## src/rtl/spike_enc_pkg.sv

```systemverilog
// +----------------------------------------------------------------------+
// | spike_enc_pkg : shared types and LFSR constants for the spike encoder |
// | Rev 1.0                                                              |
// +----------------------------------------------------------------------+
`default_nettype none

package spike_enc_pkg;

   typedef enum logic [1:0] {
      IDLE = 2'd0,
      RUN  = 2'd1,
      DONE = 2'd2
   } spike_state_t;

   localparam int                LFSR_W    = 16;
   localparam logic [LFSR_W-1:0] LFSR_TAPS = 16'hB400;
   localparam logic [LFSR_W-1:0] LFSR_SEED = 16'hACE1;

endpackage

`default_nettype wire

```

## src/rtl/spike_lfsr.sv

```systemverilog
// +----------------------------------------------------------------------+
// | spike_lfsr : right-shifting Galois LFSR, steps only when advance=1   |
// | Rev 1.0                                                              |
// +----------------------------------------------------------------------+
`default_nettype none

module spike_lfsr
   import spike_enc_pkg::*;
(
   input  logic              clk,
   input  logic              rst_n,
   input  logic              advance,
   output logic [LFSR_W-1:0] value
);

   logic [LFSR_W-1:0] r_value;

   always_ff @(posedge clk) begin
      if (!rst_n) begin
         r_value <= LFSR_SEED;
      end else if (advance) begin
         r_value <= {1'b0, r_value[LFSR_W-1:1]} ^ (r_value[0] ? LFSR_TAPS : '0);
      end
   end

   assign value = r_value;

endmodule

`default_nettype wire

```

## src/rtl/spike_rate_encoder.sv

```systemverilog
// +----------------------------------------------------------------------+
// | spike_rate_encoder : per-channel intensity to spike-train converter  |
// | Define SPIKE_ENC_LFSR_EN for stochastic (LFSR) encoding.             |
// | Rev 1.0                                                              |
// +----------------------------------------------------------------------+
`default_nettype none

module spike_rate_encoder
   import spike_enc_pkg::*;
#(
   parameter int  N_CH    = 8,
   parameter int  W       = 8,
   parameter int  WIN_LEN = 256,
   localparam int CH_W    = (N_CH > 1) ? $clog2(N_CH) : 1
)(
   input  logic            clk,
   input  logic            rst_n,
   input  logic            ena,
   input  logic            in_valid,
   output logic            in_ready,
   input  logic [CH_W-1:0] in_ch,
   input  logic [W-1:0]    in_data,
   input  logic            start,
   input  logic            stop,
   output logic [N_CH-1:0] spikes,
   output logic            window_done,
   output logic            busy
);

   localparam int CNT_W = (WIN_LEN > 1) ? $clog2(WIN_LEN) : 1;

   spike_state_t     r_state;
   logic [CNT_W-1:0] r_cnt;
   logic [W-1:0]     r_rate [N_CH];
   logic [N_CH-1:0]  r_spikes;
   logic             r_done;

   logic [N_CH-1:0]  w_fire;
   logic             w_update;
   logic             w_last;
   logic             w_ch_ok;

   assign w_update = ena && (r_state == RUN) && !stop;
   assign w_last   = (r_cnt == CNT_W'(WIN_LEN - 1));

   // Out-of-range channel indices complete the handshake but store nothing
   if (N_CH == (1 << CH_W)) begin : g_ch_full
      assign w_ch_ok = 1'b1;
   end else begin : g_ch_part
      assign w_ch_ok = (in_ch < CH_W'(N_CH));
   end

`ifdef SPIKE_ENC_LFSR_EN
   logic [LFSR_W-1:0] w_lfsr;
   logic              w_unused_lfsr;

   if (N_CH + W - 1 > LFSR_W) begin : g_lfsr_chk
      $error("spike_rate_encoder: N_CH+W-1 exceeds LFSR_W");
   end

   spike_lfsr u_lfsr (
      .clk     (clk),
      .rst_n   (rst_n),
      .advance (w_update),
      .value   (w_lfsr)
   );

   assign w_unused_lfsr = ^w_lfsr;

   for (genvar i = 0; i < N_CH; i++) begin : g_fire
      assign w_fire[i] = (w_lfsr[i+W-1:i] < r_rate[i]);
   end
`else
   for (genvar i = 0; i < N_CH; i++) begin : g_acc
      logic [W-1:0] r_acc;
      logic [W:0]   w_sum;

      assign w_sum     = {1'b0, r_acc} + {1'b0, r_rate[i]};
      assign w_fire[i] = w_sum[W];

      always_ff @(posedge clk) begin
         if (!rst_n) begin
            r_acc <= '0;
         end else if (ena && (r_state == IDLE) && start) begin
            r_acc <= '0;
         end else if (w_update) begin
            r_acc <= w_sum[W-1:0];
         end
      end
   end
`endif

   always_ff @(posedge clk) begin
      if (!rst_n) begin
         r_state  <= IDLE;
         r_cnt    <= '0;
         r_spikes <= '0;
         r_done   <= 1'b0;
         for (int i = 0; i < N_CH; i++) begin
            r_rate[i] <= '0;
         end
      end else begin
         r_done <= 1'b0;
         if (!ena) begin
            r_spikes <= '0;
         end else begin
            if (in_valid && (r_state == IDLE) && w_ch_ok) begin
               r_rate[in_ch] <= in_data;
            end
            case (r_state)
               IDLE: begin
                  r_spikes <= '0;
                  if (start) begin
                     r_state <= RUN;
                     r_cnt   <= '0;
                  end
               end
               RUN: begin
                  // An abort takes priority over the final update of the window
                  if (stop) begin
                     r_state  <= IDLE;
                     r_spikes <= '0;
                  end else begin
                     r_spikes <= w_fire;
                     r_cnt    <= r_cnt + CNT_W'(1);
                     if (w_last) begin
                        r_state <= DONE;
                     end
                  end
               end
               DONE: begin
                  r_spikes <= '0;
                  r_done   <= 1'b1;
                  r_state  <= IDLE;
               end
               default: begin
                  r_state  <= IDLE;
                  r_spikes <= '0;
               end
            endcase
         end
      end
   end

   assign in_ready    = rst_n && ena && (r_state == IDLE);
   assign spikes      = r_spikes;
   assign window_done = r_done;
   assign busy        = (r_state != IDLE);

endmodule

`default_nettype wire

```

## config.mk

```make
export PLATFORM = sky130hd
export DESIGN_NAME = spike_rate_encoder
export DESIGN_NICKNAME = d
export VERILOG_FILES = /design/src/rtl/spike_enc_pkg.sv /design/src/rtl/spike_lfsr.sv /design/src/rtl/spike_rate_encoder.sv
export SDC_FILE = /design/constraint.sdc
export NUM_CORES = 1
export LEC_CHECK = 0
export CAP_MARGIN = 20
export CORE_MARGIN = 3
export CORE_UTILIZATION = 39
export DETAILED_ROUTE_END_ITERATION = 8
export PLACE_DENSITY_LB_ADDON = 0.2
export RECOVER_POWER = 25
export SETUP_SLACK_MARGIN = 0.05
export SLEW_MARGIN = 0
export SYNTH_ARGS = -nofsm -noshare
export SYNTH_HDL_FRONTEND = slang
export SYNTH_SLANG_ARGS = --single-unit
```

## constraint.sdc

```tcl
create_clock -name clk -period 2.76 [get_ports clk]
set_clock_uncertainty 0.1 [all_clocks]
set_input_delay 0.552 -clock clk [delete_from_list [all_inputs] [get_ports clk]]
set_output_delay 0.552 -clock clk [all_outputs]
set_load 0.1 [all_outputs]
```

==> results.json, run 1 <==
{
  "synthCells": 797,
  "layout.nets": 927,
  "final_cells": 1116,
  "ios": 28,
  "synth.most_common_cell": "nand2_1",
  "power.density_nw_per_um2": 544,
  "synth_top_cell_by_area": "edfxtp_1",
  "core_area_um2": 19600,
  "start_util_pct": 40.0,
  "synth_common_cells": "nand2_1, dfxtp_1, a21oi_1",
  "cp.arrival_ns": 1.86,
  "drv_slew": 0,
  "leakage_nw": 3.88,
  "synth_top_area_share_pct": 24.5,
  "synth_nets": 887,
  "worst_pin_slew_ns": 1.20,
  "portBuffers": 27,
  "critPathKind": "in -> out",
  "synth-seq-cells": 147,
  "yosys_warnings": 0,
  "rsz0062_at_grt": "false",
  "wl_per_cell_um": 14.9,
  "die_h_um": 148,
  "routed_wirelength_um": 16700,
  "layout-drive-gt1-share_pct": 6.94,
  "postCtsSetupBuffers": 0,
  "grt_max_degree": 48,
  "yosys.area_share.xor_xnor_pct": 3.02,
  "synth_compound_area_share_pct": 15.7,
  "start_kind": "input port",
  "die_x_um": 148,
  "drtPass1Iterations": 5,
  "viasPerCell": 5.07,
  "syn_area_per_cell_um2": 9.83,
  "cts_buffer_depth": 2,
  "setup_tns_ns": 0,
  "hold_viol_final": 0,
  "root_buffer": "clkbuf_16",
  "drcViolationCount": 0,
  "yosys-mux-area-fraction_pct": 2.04,
  "dp_hpwl_um": 11300,
  "regToRegSetupSlack_ns": 0.54,
  "status": "finished clean",
  "grt_usage_pct": 16.1,
  "max_freq_mhz": 399,
  "syn2layout_area_growth_pct": 15.3,
  "async_reset_ff_share_pct": 0,
  "numCtsBuffers": 17,
  "crit_fanout": 3,
  "setup_viol": 0,
  "synthAdderAreaFrac_pct": 12.4,
  "grt_overflow": 0,
  "min_path_type": "reg -> reg",
  "cp-end-kind": "output pin",
  "yosys.area_share.simple_pct": 18.5,
  "synth_top_family_by_area": "simple AND/OR/NAND/NOR gates",
  "synth_ff_type": "dfxtp_1",
  "ctsResizeCount": 0,
  "holdBufCountCts": 0,
  "yosysSeqAreaShare_pct": 45.7,
  "synth_cell_type_count": 41,
  "antenna_found_initial": 0,
  "period_minus_slack_ns": 2.51,
  "synth.area.top_cells": "edfxtp_1, dfxtp_1, ha_1",
  "postRouteAntennaNets": 0,
  "clk_latency_ns": 0.42,
  "grt_pass1_wl_um": 28000,
  "place.gp.congestion": 0.769,
  "cts_tree": "yes",
  "vias": 5656,
  "synth_edf_count": 64,
  "ir_drop_uv": 406,
  "fin_crit_sh_pct": 90.9,
  "grt_pass1_vias": 5489,
  "htreeDepth": 4,
  "path_clk_slew_ns": 0.06,
  "dp.cells": 1083,
  "dieArea_um2": 21800,
  "row_count": 51,
  "slew_headroom_pct": 20.5,
  "drt-initial-drc-count": 230,
  "required_ns": 2.11,
  "utilization_pct": 46.1,
  "synth_area_um2": 7830,
  "max_cap_violations": 0,
  "cts.sinks": 147
}
worst paths after layout:
kind	start	to	depth (start not counted)
max	ena	in_ready	5
max reg2reg	r_rate[1][0]	spikes[1]	7
min	g_acc[7].r_acc[3]	g_acc[7].r_acc[3]	2
min reg2reg	g_acc[7].r_acc[3]	g_acc[7].r_acc[3]	2
critical path, stage by stage:
cell           delay (ns)
dlygate4sd3_1        0.55
nor3b_4              0.22
buf_4                0.16
and2_1               0.18
buf_12               0.18
registers in the layout, summed over array words and instances, names as in the netlist:
register	flops
window_done	1
g_acc.r_acc	64
r_state	2
r_rate	64
r_cnt	8
spikes	8
placed cells by master, fill, tap and decap left out, drive strengths merged, types with 2 or more instances in the layout:
master / instances
nand2b: 10
fa: 8
clkbuf: 31
edfxtp: 64
dfxtp: 83
nand4: 5
clkdlybuf4s50: 15
xnor2: 23
nand3: 29
nor3b: 2
and2: 66
a21o: 14
o21a: 2
clkinv: 5
xor2: 4
nand2: 93
or2: 3
ha: 65
or3: 2
o211a: 13
nor2b: 6
mux2i: 16
nor2: 35
o21ai: 58
o211ai: 8
o21bai: 6
a211oi: 18
and3: 16
buf: 21
clkinvlp: 2
nor3: 19
o22ai: 3
a21oi: 70
inv: 22
a211o: 6
cell families (layout without fill, tap and decap cells):
kind of cell	count (synthesis)	count (layout)
simple gates	288	288
flops	147	147
compound gates	201	201
mux	16	16
xor+xnor	27	27
buf+inv	45	98
other cells	0	1
fa+ha+maj	73	73
cell type report:
cell class	instances	area, um^2
antenna	1	2.50
clock buffer	17	425
clock inverter	15	146
fill	1855	10600
inverter	15	56.3
multi-input combinational	605	4050
sequential	147	3580
tap	265	332
timing repair buffer	51	434
power breakdown:
| group | leakage [nW] | internal (mW) | switching, mW |
|---|---|---|---|
| clock network | 0.276 | 1.26 | 0.968 |
| logic | 2.27 | 0.125 | 0.212 |
| registers | 1.34 | 2.32 | 0.0271 |
| total | 3.88 | 3.70 | 1.21 |
through the flow:
stage                     area [um^2]  power [mW]  hold slack, ns  worst slack [ns]
after floorplan                  7830        2.59           0.336             0.567
after global placement           8520        2.73           0.346             0.254
after detailed placement         8520        2.74           0.350             0.257
after CTS                        9090        4.97           0.361             0.324
after global routing             9030        5.11           0.382             0.173
final                            9030        4.91           0.356             0.252
layer usage:
layer,wire length [um],up-vias,global-route usage (%)
met5,0,-,0
met3,344,9,2.97
met4,160,0,4.47
met2,7940,62,26.8
met1,8210,2633,21.7
li1,-,2952,-
Note: power is estimated with default switching activity, not from simulation.
==> run 2: changes to the inputs <==
Settings changed: CTS_BUF_LIST set to sky130_fd_sc_hd__clkbuf_16, SETUP_SLACK_MARGIN 0.05 to 0.02.
==> results of run 2 <==
No change in the layout: final DEF, timing and power equal those of run 1.
==> run 3: changes to the inputs <==
Clock period 2.76 ns to 2.42 ns, I/O delays scaled along.
==> run 3 against run 2 <==
  * Largest cell class unchanged
  * Largest power group unchanged
  * Combinational power grew 20%
  * Via count increased by 1.0%
  * Critical path depth is the same
==> results.json, run 3 (synthesis gave the netlist of run 1 again) <==
{
  "r2r_cells": 7,
  "clk_latency_ns": 0.43,
  "fillers": 1849,
  "path_clk_slew_ns": 0.06,
  "max_freq_mhz": 438,
  "grt_pass1_wl_um": 28600,
  "wl_per_cell_um": 15.0,
  "status": "finished clean",
  "dpl_worst_slack_ns": 0.0862,
  "hold_viol_final": 0,
  "drv_slew": 0,
  "cp.arrival_ns": 1.70,
  "grt_usage_pct": 16.5,
  "worst_pin_slew_ns": 0.683,
  "utilization_pct": 46.6,
  "layout.nets": 933,
  "layout-drive-gt1-share_pct": 8.29,
  "setup_tns_ns": 0,
  "holdBufCountCts": 0,
  "start_util_pct": 40.0,
  "holdPathStages": 2,
  "postCtsSetupBuffers": 0,
  "setup_slack_ns": 0.137,
  "max_cap_violations": 0,
  "ctsResizeCount": 0,
  "cp-end-kind": "output pin",
  "dieArea_um2": 21800,
  "vias": 5715,
  "cts_tree": "yes",
  "crit_fanout": 3,
  "design_area_um2": 9120,
  "drt-initial-drc-count": 267,
  "cts.sinks": 147,
  "grt_max_degree": 46,
  "ir_drop_uv": 520,
  "min_path_type": "reg -> reg",
  "portBuffers": 27,
  "postRouteAntennaNets": 0,
  "critPathKind": "in -> out",
  "fin_crit_sh_pct": 94.3,
  "setup_viol": 0,
  "rsz0062_at_grt": "false",
  "grt_pass1_vias": 5629,
  "final_common_cell": "nand2_1",
  "power.density_nw_per_um2": 627,
  "syn2layout_area_growth_pct": 16.4,
  "routed_wirelength_um": 16900,
  "top_regs": "g_acc.r_acc (64), r_rate (64)",
  "die_x_um": 148,
  "drtPass1Iterations": 5,
  "row_count": 51,
  "cts_buffer_depth": 2,
  "layout_common_cells": "nand2_1, dfxtp_1, a21oi_1",
  "ios": 28,
  "place.gp.congestion": 0.806,
  "viasPerCell": 5.09,
  "grt_overflow": 0,
  "htreeDepth": 4,
  "root_buffer": "clkbuf_16",
  "leakage_nw": 3.94,
  "drcViolationCount": 0,
  "core_area_um2": 19600,
  "place_area_um2": 8610,
  "dp_hpwl_um": 11600,
  "numCtsBuffers": 17,
  "start_kind": "input port",
  "antenna_found_initial": 0,
  "slew_headroom_pct": 54.5,
  "required_ns": 1.84,
  "die_h_um": 148,
  "period_minus_slack_ns": 2.28
}
[run 3: changes by cell type in the layout (fill, tap and decap cells not counted), moves of 2 or more]
cell       change
clkinv_4       -2
clkinv_2       +2
clkinv_1       +2
clkbuf_2      +10
clkbuf_1       -7
buf_12         +2
and2_1         -8
and2_0         +8
inv_6          -6
bufinv_16      +2
[run 3: layout make-up]
class	instances	area (um^2)	area share [%]
Multi-Input combinational cell	605	4060	44.5
Clock buffer	17	425	4.66
Clock inverter	15	164	1.80
Tap cell	265	332	3.64
Sequential cell	147	3580	39.3
Antenna cell	1	2.50	0.0274
Timing Repair Buffer	57	503	5.51
Inverter	15	56.3	0.617
[run 3: critical path, cell delays in order]
cell             delay [ns]
clkdlybuf4s50_1        0.47
nor3b_4                0.21
buf_4                  0.16
and2_1                 0.18
buf_12                 0.19
[run 3: metal layers]
layer / vias up / part of all wire (%) / GRT usage (%)
li1: 2962 / - / -
met1: 2665 / 49 / 22.4
met2: 67 / 46 / 26.3
met3: 21 / 3.0 / 3.31
met4: 0 / 1.7 / 6.24
met5: - / 0 / 0
[run 3: worst paths after layout]
| kind | from | end | slack, ns |
|---|---|---|---|
| worst min register to register | g_acc[1].r_acc[3] | g_acc[1].r_acc[3] | 0.36 |
| worst max register to register | r_rate[4][0] | g_acc[4].r_acc[6] | 0.22 |
| worst max-delay path | ena | in_ready | 0.14 |
| worst min-delay path | g_acc[1].r_acc[3] | g_acc[1].r_acc[3] | 0.36 |
[run 3: power by group]
part           internal (mW)  switching (mW)  total [mW]
registers               2.64          0.0326        2.67
clock network           1.61            1.03        2.64
logic                  0.159           0.247       0.405
[run 3: metrics by stage]
| step | power, mW | hold slack [ns] | cells |
|---|---|---|---|
| 6_report | 5.72 | 0.355 | 1122 |
| 4_1_cts | 5.79 | 0.360 | 1121 |
| 2_1_floorplan | 2.95 | 0.336 | 797 |
| 3_3_place_gp | 3.14 | 0.346 | 1089 |
| 3_5_place_dp | 3.14 | 0.349 | 1089 |
| 5_1_grt | 5.93 | 0.370 | 1121 |
==> RTL edit 1, RTL diff (flow settings as in run 3) <==
Reset style: asynchronous (`rst_n`), changed in 2 clocked blocks.
--- a/src/rtl/spike_rate_encoder.sv
+++ b/src/rtl/spike_rate_encoder.sv
@@ -80,3 +80,3 @@
 
-      always_ff @(posedge clk) begin
+      always_ff @(posedge clk or negedge rst_n) begin
          if (!rst_n) begin
@@ -92,3 +92,3 @@
 
-   always_ff @(posedge clk) begin
+   always_ff @(posedge clk or negedge rst_n) begin
       if (!rst_n) begin
Behaviour: differs if rst_n is asserted again (counterexample within 4 cycles, from zero or initial values and one cycle with rst_n low); with rst_n held inactive, the same outputs for 4 cycles.
==> RTL edit 1 against run 3 <==
- the run now ends with capacitance limit, slew limit left
- first-iteration DRC count is 16% higher
- synthesized cell count is 6.4% lower
- synthesized area is 1.6% higher
- hold slack better by 24 ps
- worst setup slack better by 2.6 ps
- routed wire length is 1.8% higher
- cell area is 0.67% higher
- sequential cell count stayed put
- cell count is 5.3% lower
- non-clock buffer count is 16 lower
- register-to-register slack worse by 80 ps
- largest cell class unchanged
Power is not compared: it rests on default switching activity, and its combinational part moved more than twofold at a synthesized area within 25%.
==> RTL edit 1: results (changes against run 3) <==
Logic synthesis
The sequential share of the synthesized area is 0.4621 (+0.004684). The number of distinct standard cells referenced by the synthesized netlist was 48 (+17%). The synthesized-area fraction occupied by ao, oa, aoi and oai cells is 0.1605 (+0.003640). The mux cell area share after synthesis was 0.08488 (+0.06443).

The post-synth net total is 836 (-5.7%). Ranked by instance count, the synthesized netlist is headed by 147 x dfrtp_1, 89 x o21ai_0, 72 x nand2_1, 65 x ha_1, 58 x mux2_2. The share of flip-flops with an asynchronous set or reset is 1.000 (+1.000). The fraction of the mapped netlist area in adder cells was 0.1223 (-0.001973). In the post-synthesis netlist, the biggest area contributors are dfrtp_1 46%, ha_1 10%, mux2_2 8.2%. The parity-gate share of the synthesized area counting xor and xnor cells came to 0.02421 (-0.005981). The count of yosys warnings during synthesis was 0 (unchanged). The average size of a mapped cell is 10.67 um^2 (+8.6%).

Routing
The number of iterations in the first detailed-routing pass is 4 (-1). The overall via count from detail_route is 5702 (-0.23%). The starting DRC count in detailed routing was 310 (+16%). The per-cell routed wire length is 16.17 um (+7.5%).

Finish
The antenna diode instance count came to 0 (-1). The count of placed standard cells in the final layout, fillers left out is 1062 (-5.3%). The fraction of final layout cells sized beyond drive strength 1 was 0.1543 (+0.07138). The net total in the final layout is 875 (-6.2%).

Flow run
The number of max-capacitance violations reported is 1 (+1).

Worst setup path
The data arrival at the endpoint of the critical path is 2540 ps (+840 ps). The register-to-register setup slack is 140 ps (-80 ps). The maximum net fanout on the critical path is 4 (+1).

The capturing element of the worst setup path is g_acc[7].r_acc[6]$_DFFE_PN0P_. The start point of the critical path is r_rate[0]$_DFFE_PN0P_.

GRT
The global router's overall resource usage is 0.1658 (+0.0006373). The number of global-route vias before repair is 5801 (+3.1%). The maximum number of pins on one net before global-route repair came to 148 (+220%). The global-route wire length before repair is 29300 um (+2.6%).

Placed design
The final RePlAce weighted congestion is 0.8210 (+1.9%). The placed cell area is 8646 um^2 (+0.38%). The sum of net half-perimeters after detailed placement is 11430 um (-1.7%). The setup slack after placement is 55.92 ps (-30.27 ps). The instance count after placement with tap cells included is 1031 (-5.3%).

The count of port buffers added during placement is 27 (unchanged).

Worst hold path
The type of the worst min-delay path is register to register.

CTS
The later-pin clock latency in the skew report is 420 ps. The quantity of gates resized following cts is 0 (unchanged).

STA
The relative max-transition margin is -0.2651 (-0.8098). The final count of pins violating max slew is 148 (+148). The minimum clock period is 2280 ps (-2.645 ps).

Status
The checks that failed: capacitance limit, slew limit. The flow ran to the end, but the final reports show violations.
-- RTL edit 1: power breakdown --
part	internal (uW)	switching, uW	total, uW
registers	3180	472	3650
clock network	1490	1010	2500
logic	1580	1760	3340
total	6250	3240	9490
-- RTL edit 1: metal layers --
| layer | track usage | routed length (um) |
|---|---|---|
| met3 | 0.03950 | 524 |
| met5 | 0 | 0 |
| met1 | 0.2126 | 7996 |
| met2 | 0.2785 | 8318 |
| met4 | 0.05309 | 329 |
-- RTL edit 1: worst min-delay path by stage --
stage / from / end / slack (ps) / cells after the start
finish: g_acc[1].r_acc[3]$_DFFE_PN0P_ / g_acc[1].r_acc[3]$_DFFE_PN0P_ / 380 / 2
global route: g_acc[6].r_acc[5]$_DFFE_PN0P_ / g_acc[6].r_acc[5]$_DFFE_PN0P_ / 400 / 2
CTS: rst_n / spikes[5]$_DFF_PN0_ / 190 / 2
detailed placement: g_acc[1].r_acc[3]$_DFFE_PN0P_ / g_acc[1].r_acc[3]$_DFFE_PN0P_ / 370 / 2
global placement: g_acc[4].r_acc[3]$_DFFE_PN0P_ / g_acc[4].r_acc[3]$_DFFE_PN0P_ / 370 / 2
floorplan: rst_n / g_acc[0].r_acc[0]$_DFFE_PN0P_ / 90 / 0
-- RTL edit 1: critical path: stages, from the launching register on --
cell,delay (ps)
dfrtp_1,380
ha_1,260
fa_1,420
a21oi_1,190
o21ai_0,240
or3_1,410
nand3_1,90
a22o_1,120
-- RTL edit 1: area by class of cell --
class	instances	area (um^2)
Multi-Input combinational cell	554	4096
Tap cell	265	331.6
Inverter	24	90.09
Sequential cell	147	3679
Clock inverter	14	123.9
Clock buffer	17	425.4
Fill cell	1825	10600
Timing Repair Buffer	41	436.7
==> RTL edit 2, RTL diff (config.mk and constraints of run 3) <==
Without the edit above. Add a define of `SPIKE_ENC_LFSR_EN`.
--- a/src/rtl/spike_rate_encoder.sv
+++ b/src/rtl/spike_rate_encoder.sv
@@ -6,2 +6,4 @@
 `default_nettype none
+
+`define SPIKE_ENC_LFSR_EN
 
Check against the original RTL: not equivalent (Yosys sat finds a counterexample within 4 cycles, from zero or initial values and one cycle with rst_n low).
==> RTL edit 2 against run 3 <==
- power down 37%
- cell area down 34%
- synthesized cell count down 39%
- sequential share of layout area up 4.1 points
- cell count down 36%
- global-route usage up 0.20 points
- worst setup slack worse by 5.3 ps
- register-to-register slack better by 40 ps
- sequential cell count down 48
- synthesized area down 33%
- routed wire length down 32%
- critical endpoint unchanged
- largest cell class is now sequential cells
==> RTL edit 2: results (changes against run 3) <==
Power
The leakage power is 0.002456 uW (-38%). The worst vdd rail ir drop is 0.0002983 V (-43%). The switching power share of the total was 0.2276 (-0.001356). The share of total power in the clock network was 0.381 (-0.080). The power in combinational cells was 334 uW (-18%). The clock distribution power is 1360 uW (-48%).

Logic synthesis
The number of enable-type register cells in the synthesized netlist is 64 (unchanged). The number of distinct standard cells referenced by the synthesized netlist is 41 (unchanged). The sequential share of the synthesized area was 0.5004 (+0.04292).

Ranked by instance count, the synthesized netlist is headed by 66 x and2_1, 64 x edfxtp_1, 57 x ha_1, 56 x inv_1, 44 x nand2_1. The count of yosys warnings during synthesis came to 0 (unchanged). The instance count of the mapped netlist is 488 (-39%). The post-synth net total was 562 (-37%).

After synthesis, the cell types taking the most area are edfxtp_1 37%, ha_1 14%, dfxtp_1 13%. The share of flip-flops with an asynchronous set or reset is 0 (unchanged).

CTS
The total number of H-tree levels is 3 (-1). The deepest clock path buffer count is 2 (unchanged). The number of buffers created by CTS came to 9 (-8). The later-pin clock latency in the skew report was 350 ps (-80 ps). The post-CTS setup-driven buffer insertion count is 0 (unchanged).

The quantity of gates resized following cts came to 0 (unchanged). The clock-pin slew on the worst setup and hold paths is 60 ps (about the same). The cell at the root of the clock tree is clkbuf_16.

Routing
The starting DRC count in detailed routing is 186 (-30%). The overall via count from detail_route is 3554 (-38%). The number of iterations in the first detailed-routing pass was 4 (-1). The routed wire length is 11530 um (-32%).

Finish
The flip-flop count of the largest register after layout is 64. The filler cell count in the final layout is 1176 (-36%). The largest register by flop count is r_rate. The fraction of final layout cells sized beyond drive strength 1 is 0.07692 (-0.006021). The antenna diode instance count is 0 (-1).

The net total in the final layout is 616 (-34%).

Worst setup path
The maximum net fanout on the critical path is 4 (+1). The critical path starts at ena. In this run the critical register-to-register path is launched from r_state[0]$_SDFFE_PN0P_.

The cell count of the worst reg-to-reg path is 5 (-2). The capture point of the worst reg-to-reg path is u_lfsr.value[4]$_SDFFE_PN0P_. The data arrival at the endpoint of the critical path is 1700 ps (about the same). The register-to-register setup slack came to 260 ps (+40 ps).

The capturing element of the worst setup path is in_ready.

Worst hold path
The type of the worst min-delay path is register to register. In this run the most critical hold path is launched from u_lfsr.value[15]$_SDFFE_PN1P_. The cell depth of the worst min-delay path is 2 (unchanged).

The worst hold path terminates at u_lfsr.value[14]$_SDFFE_PN0P_.

Placed design
The sum of net half-perimeters after detailed placement is 8342 um (-28%). The count of port buffers added during placement was 27 (unchanged). The final RePlAce weighted congestion is 0.7893 (-2.0%).

The placed cell area is 5872 um^2 (-32%).

GRT
The global-route wire length before repair is 18660 um (-35%). The number of antenna violations at the first check in global routing came to 0 (unchanged). The maximum number of pins on one net before global-route repair is 18 (-61%). The global router's overall resource usage is 0.1671 (+0.001984). The number of global-route vias before repair is 3544 (-37%).

STA
The relative max-transition margin is 0.2184 (-0.3262).

Status
The run finished with clean final reports.
## RTL edit 2: cell count changes after synthesis, sizes merged, moves of 17 or more
cell	change
nand2	-49
nor3	-17
o21ai	-41
nand3	-23
inv	+41
dfxtp	-48
a21oi	-42
## RTL edit 2: stage by stage
| step | setup TNS, ps | utilization | setup WS [ps] | instances | hold WS, ps |
|---|---|---|---|---|---|
| 6_report | 0 | 0.4696 | 131.9 | 718 | 363.9 |
| 5_1_grt | 0 | 0.4696 | 27.44 | 718 | 416.8 |
| 4_1_cts | 0 | 0.4776 | 72.27 | 718 | 370.1 |
| 3_5_place_dp | -713.9 | 0.4560 | -52.56 | 703 | 350.2 |
| 3_3_place_gp | 0 | 0.4560 | 18.28 | 703 | 337.8 |
| 2_1_floorplan | 0 | - | 89.26 | 488 | 332.1 |
## RTL edit 2: cells by family after synthesis
group	after synthesis	share of synthesized area
xor+xnor	10	0.01671
fa+ha+maj	57	0.1361
flops	99	0.5004
buf+inv	65	0.04941
compound gates	77	0.09334
simple gates	180	0.2041
## RTL edit 2: critical path, cell delays in order
cell and delay [ps]:
dlygate4sd3_1 570, nor3b_4 250, and2_1 210, buf_12 180
## RTL edit 2: area by class of cell
class / count / area (um^2) / area share
Clock buffer: 9 / 225.2 / 0.03724
Clock inverter: 6 / 52.55 / 0.008690
Inverter: 57 / 214.0 / 0.03538
Multi-Input combinational cell: 324 / 2307 / 0.3815
Sequential cell: 99 / 2623 / 0.4337
Tap cell: 172 / 215.2 / 0.03559
Timing Repair Buffer: 51 / 410.4 / 0.06787
## RTL edit 2: metal layers
metal,track usage,wire length [um]
met2,0.2876,5702
met4,0.05392,165
met5,0,0
met1,0.2099,5212
met3,0.03575,449
